===== config.mk =====
export PLATFORM = sky130hd
export DESIGN_NAME = bar_completer
export DESIGN_NICKNAME = d
export VERILOG_FILES = /design/src/rtl/nvme_pcie_pkg.sv /design/src/rtl/bar_reg_file.sv /design/src/rtl/bar_completer.sv
export SDC_FILE = /design/constraint.sdc
export NUM_CORES = 1
export LEC_CHECK = 0
export CAP_MARGIN = 20
export CORE_UTILIZATION = 40
export CTS_CLUSTER_SIZE = 20
export DETAILED_ROUTE_END_ITERATION = 6
export HOLD_SLACK_MARGIN = 0.02
export SLEW_MARGIN = 20
export SYNTH_ARGS = -nofsm -noshare
export SYNTH_HDL_FRONTEND = slang
export SYNTH_SLANG_ARGS = --single-unit

===== constraint.sdc =====
create_clock -name user_clk -period 5.9 [get_ports user_clk]
set_input_delay 1.18 -clock user_clk [delete_from_list [all_inputs] [get_ports user_clk]]
set_output_delay 1.18 -clock user_clk [all_outputs]
set_load 0.03 [all_outputs]

===== src/rtl/nvme_pcie_pkg.sv =====
// Shared PCIe request/completion definitions for the BAR completer:
// request-type and completion-status codes, FSM encoding, descriptor field offsets.
package nvme_pcie_pkg;

    localparam logic [3:0] REQ_MEM_RD = 4'b0000;
    localparam logic [3:0] REQ_MEM_WR = 4'b0001;

    localparam logic [2:0] CPL_STATUS_SC = 3'b000;
    localparam logic [2:0] CPL_STATUS_UR = 3'b001;

    typedef enum logic [1:0] {
        ST_IDLE     = 2'd0,
        ST_WR_DATA  = 2'd1,
        ST_CPL      = 2'd2,
        ST_CPL_WAIT = 2'd3
    } bar_state_t;

    // CQ descriptor field offsets (low bit of each field)
    localparam int CQ_ADDR_LO = 2;
    localparam int CQ_DW_LO   = 64;
    localparam int CQ_TYPE_LO = 75;
    localparam int CQ_RID_LO  = 80;
    localparam int CQ_TAG_LO  = 96;
    localparam int CQ_TC_LO   = 121;
    localparam int CQ_ATTR_LO = 124;

    // CC descriptor field offsets (low bit of each field)
    localparam int CC_LADDR_LO = 0;
    localparam int CC_BC_LO    = 16;
    localparam int CC_DW_LO    = 32;
    localparam int CC_STAT_LO  = 43;
    localparam int CC_RID_LO   = 48;
    localparam int CC_TAG_LO   = 64;
    localparam int CC_TC_LO    = 89;
    localparam int CC_ATTR_LO  = 92;
    localparam int CC_DATA_LO  = 96;

    typedef struct packed {
        logic [9:0]  dw_addr;   // addr[11:2]
        logic [10:0] dw_cnt;
        logic [3:0]  req_type;
        logic [15:0] rid;
        logic [7:0]  tag;
        logic [2:0]  tc;
        logic [2:0]  attr;
        logic [3:0]  first_be;
    } cq_hdr_t;

    function automatic cq_hdr_t decode_cq(input logic [127:0] d, input logic [3:0] be);
        cq_hdr_t h;
        h.dw_addr  = d[CQ_ADDR_LO +: 10];
        h.dw_cnt   = d[CQ_DW_LO +: 11];
        h.req_type = d[CQ_TYPE_LO +: 4];
        h.rid      = d[CQ_RID_LO +: 16];
        h.tag      = d[CQ_TAG_LO +: 8];
        h.tc       = d[CQ_TC_LO +: 3];
        h.attr     = d[CQ_ATTR_LO +: 3];
        h.first_be = be;
        return h;
    endfunction

    function automatic logic [31:0] be_merge(input logic [31:0] old_val,
                                             input logic [31:0] new_val,
                                             input logic [3:0]  be);
        logic [31:0] res;
        for (int unsigned b = 0; b < 4; b++) begin
            res[8*b +: 8] = be[b] ? new_val[8*b +: 8] : old_val[8*b +: 8];
        end
        return res;
    endfunction

    // Everything except MemWr and the message types expects a completion.
    function automatic logic is_non_posted(input logic [3:0] t);
        return !(t == REQ_MEM_WR || t == 4'b1100 || t == 4'b1101 || t == 4'b1110);
    endfunction

endpackage


===== src/rtl/bar_reg_file.sv =====
// 32-bit register file: byte-enable write, registered read, and a registered
// copy of the post-merge write value for the write-notify strobe.
module bar_reg_file
    import nvme_pcie_pkg::*;
#(
    parameter int REG_COUNT = 16,
    parameter int IDX_W     = 4
) (
    input  logic             clk,
    input  logic             rst,
    input  logic             wr_en,
    input  logic [IDX_W-1:0] wr_idx,
    input  logic [3:0]       wr_be,
    input  logic [31:0]      wr_data,
    input  logic [IDX_W-1:0] rd_idx,
    output logic [31:0]      rd_data,
    output logic [31:0]      merged_data
);

    logic [31:0] regs [REG_COUNT];
    logic [31:0] wr_merged;

    // Merge incoming bytes over the current register contents
    always_comb begin
        wr_merged = be_merge(regs[wr_idx], wr_data, wr_be);
    end

    // Register update, registered read port and merged-value capture
    always_ff @(posedge clk) begin
        if (rst) begin
            for (int unsigned i = 0; i < REG_COUNT; i++) begin
                regs[i] <= '0;
            end
            rd_data     <= '0;
            merged_data <= '0;
        end else begin
            if (wr_en) begin
                regs[wr_idx] <= wr_merged;
                merged_data  <= wr_merged;
            end
            rd_data <= regs[rd_idx];
        end
    end

endmodule


===== src/rtl/bar_completer.sv =====
// BAR completer: single-dword MemRd/MemWr target for a small register file,
// driven from an AXIS CQ stream and answering on an AXIS CC stream.
// Optional BAR_COMPLETER_UR_EN: unsupported non-posted requests get a UR completion.
module bar_completer
    import nvme_pcie_pkg::*;
#(
    parameter int C_DATA_WIDTH        = 128,
    parameter int AXI4_CQ_TUSER_WIDTH = 88,
    parameter int AXI4_CC_TUSER_WIDTH = 33,
    parameter int KEEP_WIDTH          = C_DATA_WIDTH / 32,
    parameter int REG_COUNT           = 16
) (
    input  logic                           user_clk,
    input  logic                           user_reset,
    input  logic                           user_lnk_up,
    input  logic [C_DATA_WIDTH-1:0]        m_axis_cq_tdata,
    input  logic [AXI4_CQ_TUSER_WIDTH-1:0] m_axis_cq_tuser,
    input  logic [KEEP_WIDTH-1:0]          m_axis_cq_tkeep,
    input  logic                           m_axis_cq_tlast,
    input  logic                           m_axis_cq_tvalid,
    output logic                           m_axis_cq_tready,
    output logic [C_DATA_WIDTH-1:0]        s_axis_cc_tdata,
    output logic [AXI4_CC_TUSER_WIDTH-1:0] s_axis_cc_tuser,
    output logic [KEEP_WIDTH-1:0]          s_axis_cc_tkeep,
    output logic                           s_axis_cc_tlast,
    output logic                           s_axis_cc_tvalid,
    input  logic [3:0]                     s_axis_cc_tready,
    output logic                           reg_wr_valid,
    output logic [5:0]                     reg_wr_idx,
    output logic [31:0]                    reg_wr_data,
    output logic [15:0]                    req_cnt
);

    localparam int IDX_W = (REG_COUNT > 1) ? $clog2(REG_COUNT) : 1;

    bar_state_t state, state_nxt;
    cq_hdr_t    hdr, in_hdr;
    logic       rst, cc_rdy, cc_load;
    logic       in_range, in_rd_ok, in_wr_ok, in_needs_cpl;
    logic       desc_fire, data_fire, reg_we;
    logic       cpl_pend, hdr_ur, wr_pend;
    logic [IDX_W-1:0] rd_idx;
    logic [31:0]      rd_data;
    logic [127:0]     cc_beat;
    logic [KEEP_WIDTH-1:0] cc_keep;
    logic       unused_bits;

    assign rst    = user_reset | ~user_lnk_up;
    assign cc_rdy = |s_axis_cc_tready;
    assign in_hdr = decode_cq(m_axis_cq_tdata[127:0], m_axis_cq_tuser[3:0]);

    assign in_range = ({22'd0, in_hdr.dw_addr} < 32'(REG_COUNT));
    assign in_rd_ok = (in_hdr.req_type == REQ_MEM_RD) && (in_hdr.dw_cnt == 11'd1) && in_range;
    assign in_wr_ok = (in_hdr.req_type == REQ_MEM_WR) && (in_hdr.dw_cnt == 11'd1) && in_range;
`ifdef BAR_COMPLETER_UR_EN
    assign in_needs_cpl = in_rd_ok || is_non_posted(in_hdr.req_type);
`else
    assign in_needs_cpl = in_rd_ok;
`endif

    assign desc_fire = (state == ST_IDLE) && m_axis_cq_tvalid;
    assign data_fire = (state == ST_WR_DATA) && m_axis_cq_tvalid;
    assign reg_we    = data_fire && wr_pend;

    // Read address comes straight off the descriptor beat so the data is
    // ready by the time the FSM sits in ST_CPL.
    assign rd_idx = (state == ST_IDLE) ? in_hdr.dw_addr[IDX_W-1:0] : hdr.dw_addr[IDX_W-1:0];

    assign s_axis_cc_tuser = '0;
    assign unused_bits = ^{m_axis_cq_tdata, m_axis_cq_tuser, m_axis_cq_tkeep,
                           hdr.dw_addr, hdr.dw_cnt, hdr.req_type};

    bar_reg_file #(
        .REG_COUNT (REG_COUNT),
        .IDX_W     (IDX_W)
    ) u_reg_file (
        .clk         (user_clk),
        .rst         (rst),
        .wr_en       (reg_we),
        .wr_idx      (hdr.dw_addr[IDX_W-1:0]),
        .wr_be       (hdr.first_be),
        .wr_data     (m_axis_cq_tdata[31:0]),
        .rd_idx      (rd_idx),
        .rd_data     (rd_data),
        .merged_data (reg_wr_data)
    );

    // FSM state register
    always_ff @(posedge user_clk) begin
        if (rst) state <= ST_IDLE;
        else     state <= state_nxt;
    end

    // FSM next-state and CQ ready
    // A beat still pending from an earlier completion (ready dropped after
    // ST_CPL exited to idle) stalls ST_CPL rather than being overwritten.
    always_comb begin
        state_nxt        = state;
        m_axis_cq_tready = 1'b0;
        cc_load          = 1'b0;
        case (state)
            ST_IDLE: begin
                m_axis_cq_tready = 1'b1;
                if (m_axis_cq_tvalid) begin
                    if (!m_axis_cq_tlast)  state_nxt = ST_WR_DATA;
                    else if (in_needs_cpl) state_nxt = ST_CPL;
                end
            end
            ST_WR_DATA: begin
                m_axis_cq_tready = 1'b1;
                if (m_axis_cq_tvalid && m_axis_cq_tlast)
                    state_nxt = cpl_pend ? ST_CPL : ST_IDLE;
            end
            ST_CPL: begin
                if (!(s_axis_cc_tvalid && !cc_rdy)) begin
                    cc_load   = 1'b1;
                    state_nxt = cc_rdy ? ST_IDLE : ST_CPL_WAIT;
                end
            end
            ST_CPL_WAIT: begin
                if (cc_rdy) state_nxt = ST_IDLE;
            end
            default: state_nxt = ST_IDLE;
        endcase
    end

    // Header capture and pending-action flags
    always_ff @(posedge user_clk) begin
        if (rst) begin
            hdr      <= '0;
            cpl_pend <= 1'b0;
            hdr_ur   <= 1'b0;
            wr_pend  <= 1'b0;
        end else if (desc_fire) begin
            hdr      <= in_hdr;
            cpl_pend <= in_needs_cpl;
            hdr_ur   <= !in_rd_ok;
            wr_pend  <= in_wr_ok && !m_axis_cq_tlast;
        end else if (data_fire) begin
            wr_pend  <= 1'b0;
        end
    end

    // Accepted-descriptor counter
    always_ff @(posedge user_clk) begin
        if (rst)            req_cnt <= '0;
        else if (desc_fire) req_cnt <= req_cnt + 16'd1;
    end

    // Completion beat contents
    always_comb begin
        cc_beat = '0;
        cc_beat[CC_LADDR_LO +: 7] = {hdr.dw_addr[4:0], 2'b00};
        cc_beat[CC_RID_LO +: 16]  = hdr.rid;
        cc_beat[CC_TAG_LO +: 8]   = hdr.tag;
        cc_beat[CC_TC_LO +: 3]    = hdr.tc;
        cc_beat[CC_ATTR_LO +: 3]  = hdr.attr;
        if (hdr_ur) begin
            cc_beat[CC_STAT_LO +: 3] = CPL_STATUS_UR;
            cc_keep = KEEP_WIDTH'(4'b0111);
        end else begin
            cc_beat[CC_STAT_LO +: 3] = CPL_STATUS_SC;
            cc_beat[CC_BC_LO +: 13]  = 13'd4;
            cc_beat[CC_DW_LO +: 11]  = 11'd1;
            cc_beat[CC_DATA_LO +: 32] = rd_data;
            cc_keep = KEEP_WIDTH'(4'b1111);
        end
    end

    // CC output register: load in ST_CPL, hold until accepted
    always_ff @(posedge user_clk) begin
        if (rst) begin
            s_axis_cc_tdata  <= '0;
            s_axis_cc_tkeep  <= '0;
            s_axis_cc_tlast  <= 1'b0;
            s_axis_cc_tvalid <= 1'b0;
        end else if (cc_load) begin
            s_axis_cc_tdata  <= C_DATA_WIDTH'(cc_beat);
            s_axis_cc_tkeep  <= cc_keep;
            s_axis_cc_tlast  <= 1'b1;
            s_axis_cc_tvalid <= 1'b1;
        end else if (s_axis_cc_tvalid && cc_rdy) begin
            s_axis_cc_tvalid <= 1'b0;
        end
    end

    // Write-notify strobe, aligned with the register update
    always_ff @(posedge user_clk) begin
        if (rst) begin
            reg_wr_valid <= 1'b0;
            reg_wr_idx   <= '0;
        end else begin
            reg_wr_valid <= reg_we;
            if (reg_we) reg_wr_idx <= 6'(hdr.dw_addr[IDX_W-1:0]);
        end
    end

endmodule


==> results.md, run 1 <==
* Tot Pwr at 12.2 mW
* CTS tree: done
* Total setup buffers inserted after CTS at 0
* Hold Crit Class: flip-flop to flip-flop
* DRC viols at 0
* Final setup TNS at 0 ns
* Synth warnings at 0
* DP Worst Slack at 1.58 ns
* Vias in the first global route at 27011
* Post-synthesis sequential area ratio at 0.514
* CP cell instances: clkdlybuf4s50_1, nor2b_2, nand4_2, nor3_1, nand2_2, nand2_2, buf_4
* Syn Area/Cell at 10.5 µm²
* Slew @ Worst Pin at about 1.2 ns
* Layout Skew at around 0.024 ns
* TritonCTS Buffers at 79
* CP arrival at 4.02 ns
* Crit path top cell by count: nand2_2
* Max cap viols at 0
* Area added between synthesis and finish at 13.4%
* Final slew viol count at 0
* Async SR Flop Fraction at 0
* Wire length per cell at 26.0 µm
* Critical Path Start Type: primary input
* Library cells used by synthesis at 58
* WP data required at roughly 6.2 ns
* # nets final at 3851
* Die outline height at a little over 300 µm
* Die ar. at 0.0958 mm²
* Initial antenna violation count at 6
* Most frequent cells in the layout: edfxtp_1, nand2_1, nor2_2
* GRT Residual Overflow at 0
* Post-Syn Area at about 0.038 mm²
* Yosys reg bits at around 700
* Peak Freq at 270 MHz
* Worst setup EP type: flip-flop
* VDD IR max at a little over 0.0002 V
* Largest net degree at the start of global routing at 98
* Via-per-instance ratio at 5.93
* Rows at 112
* Clock transition at the registers of the reported paths at roughly 0.06 ns
* H-tree levels at 3
* Proportion of layout cells with a drive suffix above 1 at 0.190
* First-pass GRT wire length at 183000 µm
* Final Hold Fails at 0
* Global-route usage over all layers at 0.261
* Crit share post-route at 0.629
* Post-CTS Resized at 0
* Main flop type after synthesis: edfxtp_1
* Post-route ant nets at 0
* Setup ws final at 2.19 ns
* Post-DP HPWL at 76600 µm
* Non-Filler Instances at 4943
* Slew HR at 0.195
* Fillers at between 8000 and 9000
* Placed cell count at 4793
* TritonRoute pass-1 iters at 5
* Number of DRC markers in iteration 0 at between 3000 and 4000
* Vias at 29323
* Post-Route WL at 128000 µm
* Commonest non-fill, non-tap cell in the layout: edfxtp_1
* Unrepaired setup endpoints after global routing: no
* Initial Util at 0.405
* Final setup violation count at 0
* Final GP Congestion at 0.844
* Clk root buf: clkbuf_16
* Number of synthesized flops with an enable pin at 512
* Die extent in x at 310 µm
* Crit path time final at 3.71 ns
* Post-CTS Hold Buffers at 0
* Skew-Pair Late Insertion Delay at about 0.65 ns
* Leakage at 14.3 nW
* CTS max path bufs at 3
* Power Density at 285 mW/mm²
* CP Max Fanout at 16
* Clock sink count at 716
* Ports at 452
* Slowest cell on the critical path: clkdlybuf4s50_1
* WS Path Type: primary input to flip-flop
* Gate Count Post-Synth at 3612
* Crit path largest cell delay at 0.62 ns
* Core area at 0.0935 mm²
* Status: completed
* Fin Hold WS at 0.448 ns
* Port Buffer Count at roughly 220
## through the flow
step	cell area (µm²)	util
6_report	42900	0.459
4_1_cts	42900	0.459
3_5_place_dp	40200	0.430
2_1_floorplan	38200	-
3_3_place_gp	40200	0.430
5_1_grt	42900	0.459
## final cells by class
type                    count  area [µm²]  share of cell area
flip-flops and latches    716       19500               0.454
multi-input cells        2516       16200               0.378
repair buffers            304        2960              0.0691
clock buffers             119        2420              0.0565
well taps                1254        1570              0.0366
clock inverters            27         259             0.00603
inverters                   4        15.0            0.000350
diodes                      3        7.51            0.000175
## synthesized netlist by cell type (all sizes together), types with 5 or more instances
cell	instances	area, µm²
nand2b	95	594
a21oi	120	601
nand4	38	244
a21o	5	37.5
nand3b	32	240
o211ai	183	1370
a221o	33	330
nor4	5	31.3
buf	254	1890
a22oi	63	473
nor2b	46	290
a31oi	33	206
o31ai	32	240
clkbuf	214	805
o21ai	141	709
nand3	169	846
edfxtp	512	15400
mux2	128	1440
nor2	545	2800
nand2	353	1330
mux2i	260	2600
xor2	11	96.3
a211oi	5	37.5
a32o	32	320
dfxtp	204	4080
o221ai	63	552
## worst paths after layout
| check | from | slack [ns] | endpoint | depth (start not counted) |
|---|---|---|---|---|
| max reg2reg | flip-flop | 2.34 | u_reg_file.regs[10][5] | 5 |
| max | m_axis_cq_tvalid | 2.19 | u_reg_file.regs[2][17] | 7 |
| min | s_axis_cc_tdata[119] | 0.45 | s_axis_cc_tdata[119] | 2 |
| min reg2reg | s_axis_cc_tdata[119] | 0.45 | s_axis_cc_tdata[119] | 2 |
## registers in the layout, indices dropped and copies added, names as in the netlist, 2 cells and up, named ones only
signal	count
req_cnt	16
u_reg_file.rd_data	32
s_axis_cc_tdata	69
u_reg_file.regs	512
reg_wr_idx	4
cc_beat	35
u_reg_file.merged_data	32
hdr	4
state	2
## metal layers
| layer | up-vias | wire length [µm] | track usage | part of all wire |
|---|---|---|---|---|
| met2 | 1589 | 56800 | 0.400 | 0.44 |
| met3 | 278 | 13200 | 0.0517 | 0.10 |
| li1 | 12969 | - | - | - |
| met4 | 6 | 4260 | 0.0921 | 0.033 |
| met1 | 14481 | 54200 | 0.366 | 0.42 |
| met5 | - | 37 | 0 | 0.00029 |
## kinds of logic after synthesis
group                    share of synthesized area
AND/OR/NAND/NOR                              0.173
AO/OA/AOI/OAI                                0.130
flip-flops                                   0.514
buffers and inverters                       0.0715
multiplexers                                 0.107
XOR/XNOR                                   0.00301
adder cells (fa/ha/maj)                   0.000331
other                                    0.0000991
## report_power, final
part	total [mW]	switching (mW)	internal, mW
sequential	5.69	0.143	5.55
combinational	1.40	0.993	0.412
clock	5.13	2.11	3.02
## critical path, delay by kind of cell
kind / cells / cell delay [ns]
buf+inv: 2 / 1.05
simple gates: 5 / 1.75
(Power assumes the default switching activity.)
==> inputs of run 2 (changes only) <==
==> constraint.sdc (replaced) <==
create_clock -name user_clk -period 3.6 [get_ports user_clk]
set_input_delay 0.72 -clock user_clk [delete_from_list [all_inputs] [get_ports user_clk]]
set_output_delay 0.72 -clock user_clk [all_outputs]
set_load 0.03 [all_outputs]
==> run 2 against run 1 <==
  * Sequential share of layout area fell by 1.2 points
  * Clock power rose by 62%
  * Sequential power rose by 63%
  * Worst hold slack barely moved
  * Non-clock buffer count rose by 97
  * Clock skew fell by 0.0027 ns
  * Global-route usage rose by 1.3 points
  * Flip-flop and latch count did not move
  * Critical endpoint is now m_axis_cq_tready
  * Largest cell class unchanged
  * Largest power group unchanged
==> results.md, run 2 (same netlist as run 1, synthesis figures left out) <==
* R2R depth at 7
* Slowest cell on the critical path: dfxtp_1
* WS Path Type: flip-flop to output pin
* Area added between synthesis and finish at 16.4%
* RR Startpoint: state[1]
* Area after DPL at 0.0414 mm²
* CP arrival at 2.34 ns
* Clock transition at the registers of the reported paths at 0.06 ns
* Worst setup EP type: output pin
* Post-CTS Resized at 0
* TritonCTS Buffers at 81
* Power Density at 457 mW/mm²
* Switching power at 5.37 mW
* CP Max Fanout at 15
* Wire length per cell at 26.5 µm
* Peak Freq at 327 MHz
* Post-CTS Hold Buffers at 0
* Sw Share at 0.267
* Post-DP HPWL at a little over 80000 µm
* Die extent in x at 310 µm
* Post-route ant nets at 0
* Total setup buffers inserted after CTS at 0
* Crit path time final at 3.06 ns
* Largest register FFs at 512
* Vias at 29862
* TritonRoute pass-1 iters at 5
* First-pass GRT wire length at 192000 µm
* H-tree levels at 3
* Hold Startpoint: cc_beat[66]
* Design area at 0.0441 mm²
* Global-route usage over all layers at 0.274
* Die outline height at ~310 µm
* Buf+Inv Stages, Crit Path at 2
* Die ar. at 0.0958 mm²
* Post-Route WL at 134000 µm
* DRC viols at 0
* CP cell instances: inv_1, clkdlybuf4s50_1
* Leakage at 14.9 nW
* Final GP Congestion at 0.851
* Slew HR at 0.203
* Clock sink count at 716
* Core area at 0.0935 mm²
* Initial Util at 0.405
* Initial antenna violation count at 5
* Final setup violation count at 0
* Port Buffer Count at 219
* Most frequent cells in the layout: edfxtp_1, nand2_1, nor2_2
* Core Util, Final at 0.471
* Hold Crit Class: flip-flop to flip-flop
* Skew-Pair Late Insertion Delay at approximately 0.65 ns
* CTS tree: done
* Final setup TNS at 0 ns
* Vias in the first global route at 27987
* Crit share post-route at 0.849
* Unrepaired setup endpoints after global routing: no
* Number of DRC markers in iteration 0 at around 3500
* # nets final at 3950
* Crit-path leading delay family: buffers and inverters
* Cell Int Power at 14.8 mW
* Largest Register: u_reg_file.regs
* Layout Skew at between 0.02 and 0.025 ns
* Critical Path Start Type: flip-flop
* Commonest non-fill, non-tap cell in the layout: edfxtp_1
* WP data required at 2.88 ns
* Fin Hold WS at about 0.45 ns
* VDD IR max at 0.000320 V
* Ports at 452
* Slew @ Worst Pin at 1.20 ns
* Crit path largest cell delay at 0.81 ns
* CTS max path bufs at 3
* Hold path cells at 2
* Final Hold Fails at 0
* Clk pwr share at 0.411
* Hold Path End: s_axis_cc_tdata[66]
* Max cap viols at 0
* GRT Residual Overflow at 0
* Final slew viol count at 0
* Setup slack, reg-to-reg at ~0.6 ns
* Tot Pwr at ~20 mW
* Sequential group share of total power at 0.462
* Comb power frac at 0.126
* Rows at around 110
* Via-per-instance ratio at 5.92
* Largest net degree at the start of global routing at 110
* Reg-to-reg endpoint: u_reg_file.rd_data[13]
* Clk root buf: clkbuf_16
* Status: completed
* Proportion of layout cells with a drive suffix above 1 at 0.209
==> run 2: changes by cell type in the layout (fill, tap and decap cells not counted), sizes merged <==
cell    change
buf        +97
clkinv      +5
clkbuf      -3
inv         +1
bufinv      +1
diode       -2
==> run 2: worst register-to-register path, stage by stage (launching register included) <==
cell	delay, ns
dfxtp_1	0.81
o21a_2	0.26
buf_4	0.76
o21ai_0	0.37
a31oi_1	0.23
nand4_1	0.12
o31ai_1	0.13
buf_4	0.24
==> run 2: power by group through the flow <==
stage | Combinational [mW] | Sequential (mW) | Clock [mW]
final | 2.55 | 9.30 | 8.29
after global routing | 2.68 | 9.33 | 8.72
after CTS | 2.52 | 9.29 | 8.40
after detailed placement | 2.51 | 9.47 | 0
after global placement | 2.49 | 9.46 | 0
after floorplan | 1.73 | 9.38 | 0
==> run 2: worst max path at each step <==
stage | startpoint | to | slack, ns | cells after the start
6_report | state[1] | m_axis_cq_tready | 0.54 | 2
5_1_grt | state[1] | u_reg_file.rd_data[20] | 0.46 | 7
4_1_cts | state[1] | m_axis_cq_tready | 0.55 | 2
3_5_place_dp | m_axis_cq_tvalid | u_reg_file.regs[8][24] | 0.27 | 8
3_3_place_gp | m_axis_cq_tvalid | u_reg_file.regs[8][24] | 0.31 | 8
2_1_floorplan | user_lnk_up | u_reg_file.regs[5][0] | 0.60 | 6
==> run 2: area by class of cell <==
cell class / instances / area, µm²
Fill cell: 8573 / 49400
Sequential cell: 716 / 19500
Multi-Input combinational cell: 2516 / 16200
Timing Repair Buffer: 401 / 4140
Clock buffer: 116 / 2310
Tap cell: 1254 / 1570
Clock inverter: 34 / 344
Inverter: 4 / 15.0
Antenna cell: 1 / 2.50
==> run 2: routing by layer <==
layer	global-route usage	wire length (µm)	vias to the layer above
met4	0.124	5850	6
met5	0	41	-
li1	-	-	13160
met1	0.371	54900	14727
met2	0.428	59900	1684
met3	0.0490	13100	285
==> run 2: per-stage QoR <==
stage          setup WS, ns  cells
6_report              0.543   5042
4_1_cts               0.546   5041
3_3_place_gp          0.308   4891
2_1_floorplan         0.598   3704
5_1_grt               0.457   5041
3_5_place_dp          0.268   4891
